## src/rtl/eth_sat_counter.sv

```systemverilog
// Saturating event counter: increments on the edge after inc is high, holds at all-ones.
// Single-cycle update, no backpressure; async active-low reset clears it.
module eth_sat_counter #(
  parameter int CNT_W = 16
) (
  input  logic             clk,
  input  logic             resetN,
  input  logic             inc,
  output logic [CNT_W-1:0] cnt
);

  always_ff @(posedge clk or negedge resetN) begin
    if (!resetN) begin
      cnt <= '0;
    end else if (inc && (cnt != '1)) begin
      cnt <= cnt + CNT_W'(1);
    end
  end

endmodule

```

## config.mk

```make
export PLATFORM = sky130hd
export DESIGN_NAME = eth_sat_counter
export DESIGN_NICKNAME = d
export VERILOG_FILES = /design/src/rtl/eth_sat_counter.sv
export SDC_FILE = /design/constraint.sdc
export NUM_CORES = 1
export LEC_CHECK = 0
export BUFFER_PORTS_ARGS = -buffer_cell sky130_fd_sc_hd__buf_4
export CAP_MARGIN = 20
export CORE_ASPECT_RATIO = 0.9
export CORE_MARGIN = 2
export CORE_UTILIZATION = 35
export DETAILED_ROUTE_END_ITERATION = 12
export PLACE_DENSITY = 0.56
export SYNTH_ARGS = -nofsm -noshare
export SYNTH_HDL_FRONTEND = slang
export SYNTH_SLANG_ARGS = --single-unit
```

## constraint.sdc

```tcl
create_clock -name clk -period 1.8 [get_ports clk]
set_clock_uncertainty 0.2 [all_clocks]
set_input_delay 0.18 -clock clk [delete_from_list [all_inputs] [get_ports clk]]
set_output_delay 0.18 -clock clk [all_outputs]
set_load 0.02 [all_outputs]
```

==> results.json <==
{
  "clkPwrFrac_pct": 19.8,
  "cts_sinks": 16,
  "htree_levels": 1,
  "synth-simple-area-share_pct": 30.3,
  "crit_type": "register to register",
  "synth.distinct_cells": 27,
  "setup_viol_count_final": 0,
  "required_ps": 1790,
  "ir_drop_mv": 0.542,
  "finalCriticalPeriod_ps": 1670,
  "largest_reg_flops": 16,
  "switchingPower_uw": 453,
  "dieHeight_um": 51.0,
  "grt_setup_unrepaired": "no",
  "dieArea_um2": 2870,
  "syn2layout_area_growth_pct": 38.9,
  "p_sw_share_pct": 36.8,
  "cts_buffers": 3,
  "gp_congestion": 0.816,
  "cp_max_fo": 6,
  "fp-row-count": 17,
  "fmax_ghz": 0.597,
  "nets": 115,
  "drc": 0,
  "status": "finished clean",
  "final-hold-violation-count": 0,
  "worst_slack_ps": 126,
  "synth_warnings": 0,
  "totalWireLength_um": 1930,
  "intPower_uw": 780,
  "clock_path_buffers": 2,
  "synth_area_leader_cell": "dfrtp_1",
  "period_share_pct": 93.0,
  "via_per_inst": 5.43,
  "synthCells": 72,
  "combPwrFrac_pct": 39.7,
  "cts_root_buffer": "clkbuf_4",
  "clock_latency_ps": 300,
  "power_density_nw_per_um2": 1030,
  "synth_compound_gate_area_share_pct": 13.2,
  "synth_adder_area_share_pct": 1.46,
  "start_util_pct": 36.1,
  "hp-class": "input port to async pin",
  "core_area_um2": 2380,
  "seqPwrFrac_pct": 40.5,
  "io_pins": 19,
  "layout-drive-gt1-share_pct": 42.7,
  "port_buffers": 18,
  "synth_top_family_by_area": "simple AND/OR/NAND/NOR gates",
  "synth.mux.area_fraction_pct": 1.31,
  "reg_top3": "cnt x16",
  "worstMarginPinSlew_ps": 366,
  "dp_hpwl_um": 1460,
  "regMostFlops": "cnt",
  "post-place-ws_ps": 73.6,
  "clkTransAtPathRegs_ps": 100,
  "first_iter_violations": 12,
  "cts_tree": "done",
  "fin_setup_tns_ps": 0,
  "yosys.area.top_type_share_pct": 46.6,
  "post_cts_buffers": 0,
  "grt_pass1_wl_um": 3310,
  "arrival_ps": 1660,
  "slew_headroom_pct": 75.5,
  "num_vias": 749,
  "ys_seq_area_share_pct": 46.6,
  "die_w_um": 56.2,
  "antenna_found_initial": 0,
  "antenna-diode-count": 0,
  "detail-route-antenna-nets": 0,
  "startpoint_type": "register",
  "wl_per_cell_um": 14.0,
  "ys_top_cells_by_area": "dfrtp_1 (47%), nand4_1 (5.8%), xnor2_1 (5.1%)",
  "synthXorXnorAreaFrac_pct": 7.13,
  "grt-ovfl-total": 0,
  "end_kind": "register",
  "syn-num-nets": 76,
  "maxSlewViolCount": 0,
  "synth_area_per_cell_um2": 11.9,
  "rrSetupSlack_ps": 130,
  "ys_ff_latch": 16,
  "grt_pass1_vias": 672,
  "synth_area_um2": 860,
  "dr.pass1.iters": 4,
  "grt_max_degree": 17,
  "p_leak_uw": 0.000553,
  "grt_usage_pct": 15.2,
  "max_cap_violations": 0
}
## cell type report
type / instances / area [um^2]
Sequential cell: 16 / 400
Fill cell: 235 / 1190
Timing Repair Buffer: 34 / 260
Tap cell: 28 / 35.0
Multi-Input combinational cell: 56 / 462
Clock buffer: 4 / 36.3
## cells in the mapped netlist
cell type  number
and3_1          2
nor3_2          1
mux2_1          1
o21ai_0         1
ha_1            1
dfrtp_1        16
o31ai_4         1
nor2_1          2
xnor2_1         5
a32oi_1         1
nand4_4         1
and4_2          1
a31oi_1         3
nor2_2          1
and4_4          1
nand2_1         4
xor2_1          2
and4_1          1
a21oi_1         3
nand4_1         8
nand3_4         1
nand4_2         1
and4b_1         1
o211ai_1        1
o21a_1          5
nor4_4          2
nand3_1         5
## worst max-delay path: stages (launching register included)
cell and delay (ps):
dfrtp_1 460, nand4_4 220, o31ai_4 340, mux2_1 350
## final timing paths
kind,start,end,cells after the start
worst max-delay path,cnt[5]$_DFFE_PN0P_,cnt[1]$_DFFE_PN0P_,3
worst min-delay path,resetN,cnt[6]$_DFFE_PN0P_,2
worst max register to register,cnt[5]$_DFFE_PN0P_,cnt[1]$_DFFE_PN0P_,3
worst min register to register,cnt[11]$_DFFE_PN0P_,cnt[11]$_DFFE_PN0P_,1
max in group asynchronous,resetN,cnt[8]$_DFFE_PN0P_,2
min in group clk,cnt[11]$_DFFE_PN0P_,cnt[11]$_DFFE_PN0P_,1
## cells by family after synthesis
| logic type | Yosys count |
|---|---|
| flip-flops | 16 |
| multiplexers | 1 |
| AND/OR/NAND/NOR | 32 |
| adder cells (fa/ha/maj) | 1 |
| XOR/XNOR | 7 |
| AO/OA/AOI/OAI | 15 |
## power groups by stage
stage	sequential [uW]	combinational, uW	clock, uW
final	500	489	244
after global placement	505	487	0
after detailed placement	507	488	0
after floorplan	618	135	0
after global routing	512	535	273
after CTS	500	493	254
## stage by stage
step | hold slack, ps | total power, uW | util (%) | cell area, um^2 | std cells
3_5_place_dp | -146 | 995 | 47.6 | 1130 | 132
4_1_cts | 63.3 | 1250 | 50.0 | 1190 | 138
5_1_grt | 61.0 | 1320 | 50.1 | 1190 | 138
2_1_floorplan | -316 | 753 | - | 860 | 72
3_3_place_gp | -147 | 992 | 47.6 | 1130 | 132
6_report | 66.0 | 1230 | 50.1 | 1190 | 138
## timing repair
action	CTS	global route
hold buffers	2	0
gates resized for setup	0	1
endpoints found under the hold margin	17	0
endpoints found under the setup margin	0	3
## layout by cell type, fill, tap and decap left out
cell and count:
and3_1 2, nand3_4 1, a32oi_1 1, clkbuf_4 3
o211ai_1 1, dfrtp_1 16, o21ai_0 1, mux2_1 1
o31ai_4 1, and4_2 1, dlygate4sd3_1 2, nand3_1 5
nand4_2 1, a31oi_1 3, ha_2 1, nor2_2 1
a21oi_1 3, nor4_4 2, nand4_4 1, and4b_1 1
and4_1 1, and4_4 1, xnor2_1 5, xor2_1 2
clkbuf_8 1, nor3_2 1, nor2_1 2, nand2_1 4
nand4_1 8, o21a_1 5, buf_4 32
## per-layer routing
metal,vias to the layer above,routed length (um),track usage (%)
met5,-,0,0
met4,0,21,4.76
met3,4,104,5.57
met2,19,823,22.4
met1,361,982,20.8
li1,365,-,-
(Power assumes the default switching activity.)
